==> src/rtl/universal_shift_register.sv <==
// WIDTH-bit universal shift register: hold / shift right / shift left / load, plus an
// auto-shift burst sequencer. Optional feature macro ROTATE_EN adds a ROT input for rotation.
module universal_shift_register #(
  parameter int unsigned WIDTH = 8,
  parameter int unsigned CNT_W = 4
) (
  input  logic             CLOCK,
  input  logic             RESET_N,
  input  logic [1:0]       MODE,
  input  logic [WIDTH-1:0] D,
  input  logic             SIR,
  input  logic             SIL,
  input  logic             START,
  input  logic             DIR,
  input  logic [CNT_W-1:0] LEN,
`ifdef ROTATE_EN
  input  logic             ROT,
`endif
  output logic [WIDTH-1:0] Q,
  output logic [WIDTH-1:0] Qb,
  output logic             SOR,
  output logic             SOL,
  output logic             BUSY,
  output logic             DONE
);

  typedef enum logic [1:0] {
    StIdle  = 2'b00,
    StShift = 2'b01,
    StFin   = 2'b10
  } state_e;

  localparam logic [1:0] ModeHold  = 2'b00;
  localparam logic [1:0] ModeRight = 2'b01;
  localparam logic [1:0] ModeLeft  = 2'b10;
  localparam logic [1:0] ModeLoad  = 2'b11;

  state_e           r_state;
  state_e           w_state_d;
  logic [WIDTH-1:0] r_q;
  logic [WIDTH-1:0] w_q_d;
  logic [CNT_W-1:0] r_cnt;
  logic [CNT_W-1:0] w_cnt_d;
  logic             r_dir;
  logic             w_dir_d;

  logic             w_rot;
  logic             w_in_r;
  logic             w_in_l;
  logic [WIDTH-1:0] w_q_right;
  logic [WIDTH-1:0] w_q_left;

`ifdef ROTATE_EN
  assign w_rot = ROT;
`else
  assign w_rot = 1'b0;
`endif

  // Rotation feeds the outgoing bit back in place of the serial input.
  assign w_in_r    = w_rot ? r_q[0]       : SIR;
  assign w_in_l    = w_rot ? r_q[WIDTH-1] : SIL;
  assign w_q_right = {w_in_r, r_q[WIDTH-1:1]};
  assign w_q_left  = {r_q[WIDTH-2:0], w_in_l};

  always_comb begin
    w_state_d = r_state;
    w_q_d     = r_q;
    w_cnt_d   = r_cnt;
    w_dir_d   = r_dir;
    unique case (r_state)
      StIdle: begin
        if (START) begin
          // START overrides any manual mode on the same edge.
          if (LEN != '0) begin
            w_state_d = StShift;
            w_cnt_d   = LEN;
            w_dir_d   = DIR;
          end else begin
            w_state_d = StFin;
          end
        end else begin
          unique case (MODE)
            ModeHold:  w_q_d = r_q;
            ModeRight: w_q_d = w_q_right;
            ModeLeft:  w_q_d = w_q_left;
            ModeLoad:  w_q_d = D;
            default:   w_q_d = r_q;
          endcase
        end
      end
      StShift: begin
        w_q_d   = r_dir ? w_q_left : w_q_right;
        w_cnt_d = r_cnt - CNT_W'(1);
        if (r_cnt == CNT_W'(1)) begin
          w_state_d = StFin;
        end
      end
      StFin: begin
        w_state_d = StIdle;
      end
      default: begin
        w_state_d = StIdle;
      end
    endcase
  end

  always_ff @(posedge CLOCK) begin
    if (!RESET_N) begin
      r_state <= StIdle;
      r_q     <= '0;
      r_cnt   <= '0;
      r_dir   <= 1'b0;
    end else begin
      r_state <= w_state_d;
      r_q     <= w_q_d;
      r_cnt   <= w_cnt_d;
      r_dir   <= w_dir_d;
    end
  end

  assign Q    = r_q;
  assign Qb   = ~r_q;
  assign SOR  = r_q[0];
  assign SOL  = r_q[WIDTH-1];
  assign BUSY = (r_state == StShift);
  assign DONE = (r_state == StFin);

endmodule

==> config.mk <==
export PLATFORM = sky130hd
export DESIGN_NAME = universal_shift_register
export DESIGN_NICKNAME = d
export VERILOG_FILES = /design/src/rtl/universal_shift_register.sv
export SDC_FILE = /design/constraint.sdc
export NUM_CORES = 1
export LEC_CHECK = 0
export CORE_MARGIN = 5
export CORE_UTILIZATION = 35
export DETAILED_ROUTE_END_ITERATION = 12
export MAX_ROUTING_LAYER = met4
export PLACE_DENSITY = 0.69
export REMOVE_ABC_BUFFERS = 1
export SETUP_SLACK_MARGIN = 0.3
export SLEW_MARGIN = 40
export SYNTH_ARGS = -nofsm -noshare
export SYNTH_HDL_FRONTEND = slang
export SYNTH_SLANG_ARGS = --single-unit
==> constraint.sdc <==
create_clock -name CLOCK -period 1.2 [get_ports CLOCK]
set_input_delay 0.18 -clock CLOCK [delete_from_list [all_inputs] [get_ports CLOCK]]
set_output_delay 0.18 -clock CLOCK [all_outputs]
set_load 0.05 [all_outputs]
### Word level (Yosys, flattened, before mapping)

Index checks and enable logic that the tools add are counted.

| word-level totals | value |
|---|---|
| logic and storage cells | 36 |
| bits in registers | 15 |
| input bits | 20 |
| output and inout bits | 20 |

| operators by class | value |
|---|---|
| bitwise operators | 1 |
| add/subtract/negate cells | 1 |
| mux-type cells | 11 |
| reductions and logical operators | 8 |
| eq/ne operators | 11 |

Operator list:

| kind | count |
|---|---|
| 8-bit one-hot mux with 3 select lines | 1 |
| 8-bit 2-to-1 mux | 2 |
| 8-bit one-hot mux with 2 select lines | 1 |
| 3-bit AND reduction | 3 |
| 4-bit 2-to-1 mux | 2 |
| 2-bit != test, second input constant | 4 |
| 8-bit inverter | 1 |
| 4-bit one-hot mux with 2 select lines | 1 |
| 2-bit equality test, second input constant | 3 |
| 2-bit 2-to-1 mux | 3 |
| 2-bit by 1-bit equality test with 1-bit output, second input constant | 2 |
| 4-bit by 1-bit equality test with 1-bit output, second input constant | 1 |
| 2-bit zero test | 2 |
| 2-bit one-hot mux with 2 select lines | 1 |
| 4-bit nonzero test | 1 |
| 4-bit by 1-bit subtractor with 4-bit output, second input constant | 1 |
| 2-bit by 1-bit != test with 1-bit output, second input constant | 1 |
| 2-bit AND reduction | 1 |
| 2-bit nonzero test | 1 |

### Longest topological paths before layout

| logic depth | value |
|---|---|
| depth in word-level cells | 4 |
| mapped depth | 7 |
| depth with buffers taken out | 6 |

### Least setup slack after synthesis

Ideal clock, no wire load.

| timing path | value |
|---|---|
| kind | reg-to-reg |
| start | register r_q[5], in the netlist Q[5] |
| end | register r_q[6], in the netlist Q[6] |
| path slack | -0.536 ns |
| cell stages (with the launch flop) | 5 |
| clock period less this slack | 1.736 ns |
| arrival | 1.641 ns |
| library setup time | 0.095 ns |
| path buffers | 0 |
| data required time | 1.105 ns |
| cells stage by stage | dfxtp_1 > inv_1 > o211ai_1 > o211ai_1 > a221oi_1 |

| between the ends | value |
|---|---|
| cells in the longest elaborated chain, start to end | 3 |
| elaborated cells between the ends (all ways) | 4 |
| those cells by class | mux: 4 |

RTL lines:

| what | line | RTL |
|---|---|---|
| start: declaration | 40 | `logic [WIDTH-1:0] r_q;` |
| start signal: assignment | 115 | `r_q <= w_q_d;` |
| 8-bit one-hot mux with 3 select lines | 82 | `unique case (MODE)` |
| 8-bit 2-to-1 mux | 72 | `if (START) begin` |
| 8-bit one-hot mux with 2 select lines * | 70 | `unique case (r_state)` |

Mark *: on every way between the ends. The rest lies on a longest branch, timed or not. The select of a mux whose other input is x is not followed.
A chain may end at the register's enable or synchronous reset.

### Worst setup path after layout

| timing path | value |
|---|---|
| start | register r_state[1] |
| end | output port BUSY |

| between the ends | value |
|---|---|
| cells in the longest elaborated chain, start to end | 1 |

RTL lines:

| what | line | RTL |
|---|---|---|
| start: declaration | 38 | `state_e r_state;` |
| start signal: assignment | 109 | `r_state <= StIdle;` |
| start signal: assignment | 114 | `r_state <= w_state_d;` |
| 2-bit by 1-bit equality test with 1-bit output | 125 | `assign BUSY = (r_state == StShift);` |
| end: declaration | 23 | `output logic BUSY,` |

No other way between the ends.

==> metrics.yaml <==
hpwlAfterDp_mm: 2.46
design_area_um2: 2120
grt_max_degree: 17
finClkSkew_ps: 3.02
total_leakage_power_nw: 0.855
rsz0062_at_grt: "yes"
synth_top_family_by_area: "compound AO/OA/AOI/OAI gates"
pwr-share-comb: 0.604
grt_usage: 0.199
r2r-end: "r_cnt[3]$_SDFFE_PN0P_"
drive_gt1_frac: 0.500
seq_area_um2: 324
overflow: 0
synthMuxAreaShare: 0.0988
p_seq_frac: 0.267
p_sw_mw: 0.929
fp-row-count: 19
synth_warnings: 0
crit_type: "reg -> out"
final_hold_viol_count: 0
nNetsFinal: 221
wl_mm: 3.82
grt_pass1_wl_mm: 6.44
grt_pass1_vias: 1304
drtIter0Drc: 76
use_met3: 0.0455
clk_latency_ps: 290
slew_viol_final: 0
port_buffers: 39
synth_area_leaders: "dfxtp_1 (30%), o211ai_1 (11%), mux2i_1 (9.9%)"
cp_max_fo: 3
numCtsBuffers: 3
die_area_um2: 4070
p_int_mw: 1.42
reg2reg_from: "r_cnt[0]$_SDFFE_PN0P_"
cts_num_sinks: 15
h-tree-depth: 1
vias: 1240
vias_per_cell: 5.41
synth_top_cell_area_share: 0.296
worstSetupStartpointType: "register"
synth_top_cell_by_area: "dfxtp_1"
fillers: 178
synth_cell_types: 33
start_util: 0.368
use_met2: 0.334
worst_slew_pin_slew_ps: 314
whs_path_depth: 3
synth-compound-area-share: 0.307
hp-start: "LEN[3]"
drt-pass1-iter-count: 4
ios: 40
gp_congestion: 0.896
met1_usage: 0.231
clock_path_buffers: 2
die_width_um: 63.8
antenna_found_initial: 0
end_kind: "primary output"
cts_root_buf: "clkbuf_4"
swShare: 0.396
setup_viol: 13
power_density_nw_per_um2: 1110
violations: "negative setup slack"
dpl_cell_area_um2: 1760
relSlewSlack: 0.789
post_drt_wl_per_cell_um: 16.7
worstPathRequired_ps: 1020
drc: 0
min_period_ps: 1310
hp-class: "in -> reg"
avgSynthCellArea_um2: 8.11
dp_cells: 208
reg2reg_depth: 3
synth_fa_ha_area_frac: 0.0247
ant_nets: 0
rrSetupSlack_ps: -60
netlist_instances: 125
cap_viol_max_count: 0
fin_util: 0.768
fin_crit_sh: 1.09
multi_input_area_um2: 694
fmax_mhz: 765
syn_area_um2: 1010
cts_tree: "yes"
max-vdd-ir-drop_v: 0.00102
diodes: 0
crit_arrival_ps: 1130
path_clk_slew_ps: 90
core_um2: 2760
fp.dieH_um: 63.8
yosysSeqAreaShare: 0.296
syn2layout_area_growth_pct: 109
synth-xor-area-share: 0
holdPathEnd: "r_cnt[3]$_SDFFE_PN0P_"
finalPower_mw: 2.35
finalNonFillerCells: 229
holdWs_ps: 358
p_clk_frac: 0.129
ys_ff_latch: 15
synthSimpleGateAreaFrac: 0.160
timing.final.ws_setup_ps: -108
top_usage_layer: "met2"
status: "finished with violations"
-- state kept, by name, summed over array words and instances, names as in the netlist --
register	cells
Q	8
r_cnt	4
r_dir	1
r_state	2
-- critical path: stages (launching register included) --
cell	delay, ps
dfxtp_4	370
nand2b_4	160
inv_4	70
buf_6	110
buf_12	130
-- metrics by stage --
step                      TNS (ps)  setup WS, ps
after CTS                     -370         -63.2
after floorplan              -5840          -956
final                         -492          -108
after global placement       -4670          -347
after global routing         -1300          -140
after detailed placement     -5220          -403
-- worst max-delay path by stage --
stage                                 start                    end  slack [ps]  cells after the start
floorplan                 Q[0]$_SDFFE_PN0P_      Q[1]$_SDFFE_PN0P_        -960                      4
global placement                     LEN[2]  r_cnt[3]$_SDFFE_PN0P_        -350                      5
detailed placement                    START  r_cnt[2]$_SDFFE_PN0P_        -400                      4
CTS                 r_state[1]$_SDFFE_PN0P_                   BUSY         -60                      4
global route        r_state[1]$_SDFFE_PN0P_                   BUSY        -140                      4
finish              r_state[1]$_SDFFE_PN0P_                   BUSY        -110                      4
-- metal layers --
layer / part of all wire / wire length (um)
met5: 0 / 0
met4: 0.012 / 45
met3: 0.082 / 314
met2: 0.49 / 1880
met1: 0.41 / 1580
-- area by class of cell --
class	instances	share of cell area
Sequential cell	15	0.153
Inverter	13	0.0254
Timing Repair Buffer	79	0.463
Multi-Input combinational cell	87	0.328
Clock buffer	4	0.0124
Tap cell	31	0.0183
-- power groups by stage --
stage          Clock, mW  Combinational [mW]  Sequential [mW]
2_1_floorplan          0               0.376            0.779
3_3_place_gp           0                1.16            0.608
3_5_place_dp           0                1.18            0.610
4_1_cts            0.304                1.35            0.620
5_1_grt            0.334                1.50            0.634
6_report           0.303                1.42            0.626
-- cell usage after synthesis --
cell,count
inv_2,1
o21ai_0,4
or3_1,2
o21a_2,1
nand2_1,13
a31oi_1,1
ha_1,2
buf_2,3
o21ai_2,1
mux2i_1,10
o31a_1,1
a221oi_1,8
nor4_2,1
a32o_1,2
a22oi_1,1
dfxtp_1,15
and2_2,1
nor3b_1,1
inv_1,12
a21oi_1,8
nand2b_2,1
buf_4,4
nor2b_1,1
clkbuf_1,1
nor3_1,1
buf_6,1
nor4_1,1
nand3_1,2
nand3b_1,2
clkbuf_2,1
nor2_1,6
o211ai_1,15
a22o_1,1
-- cells in the final DEF, fill, tap and decap left out, drive strengths merged, types with 4 or more instances in the layout --
master / instances
dlygate4sd2: 6
inv: 13
buf: 60
clkbuf: 4
nand2: 13
clkdlybuf4s50: 13
nor2: 6
o211ai: 15
dfxtp: 15
o21ai: 5
a221oi: 8
mux2i: 10
a21oi: 8
-- timing repair --
| action | 4_1_cts | 5_1_grt |
|---|---|---|
| hold buffers | 0 | 0 |
| gates cloned | 1 | 0 |
| setup endpoints to repair | 35 | 35 |
| pin swaps | 13 | 5 |
| resized for setup | 60 | 10 |
| setup buffers | 15 | 1 |
| hold endpoints to repair | 0 | 0 |
-- kinds of logic after synthesis --
| family | Yosys count |
|---|---|
| AND/OR/NAND/NOR | 32 |
| multiplexers | 10 |
| adder cells (fa/ha/maj) | 2 |
| AO/OA/AOI/OAI | 43 |
| buffers and inverters | 23 |
| flip-flops | 15 |
No activity file was read; power rests on OpenSTA's default activity.
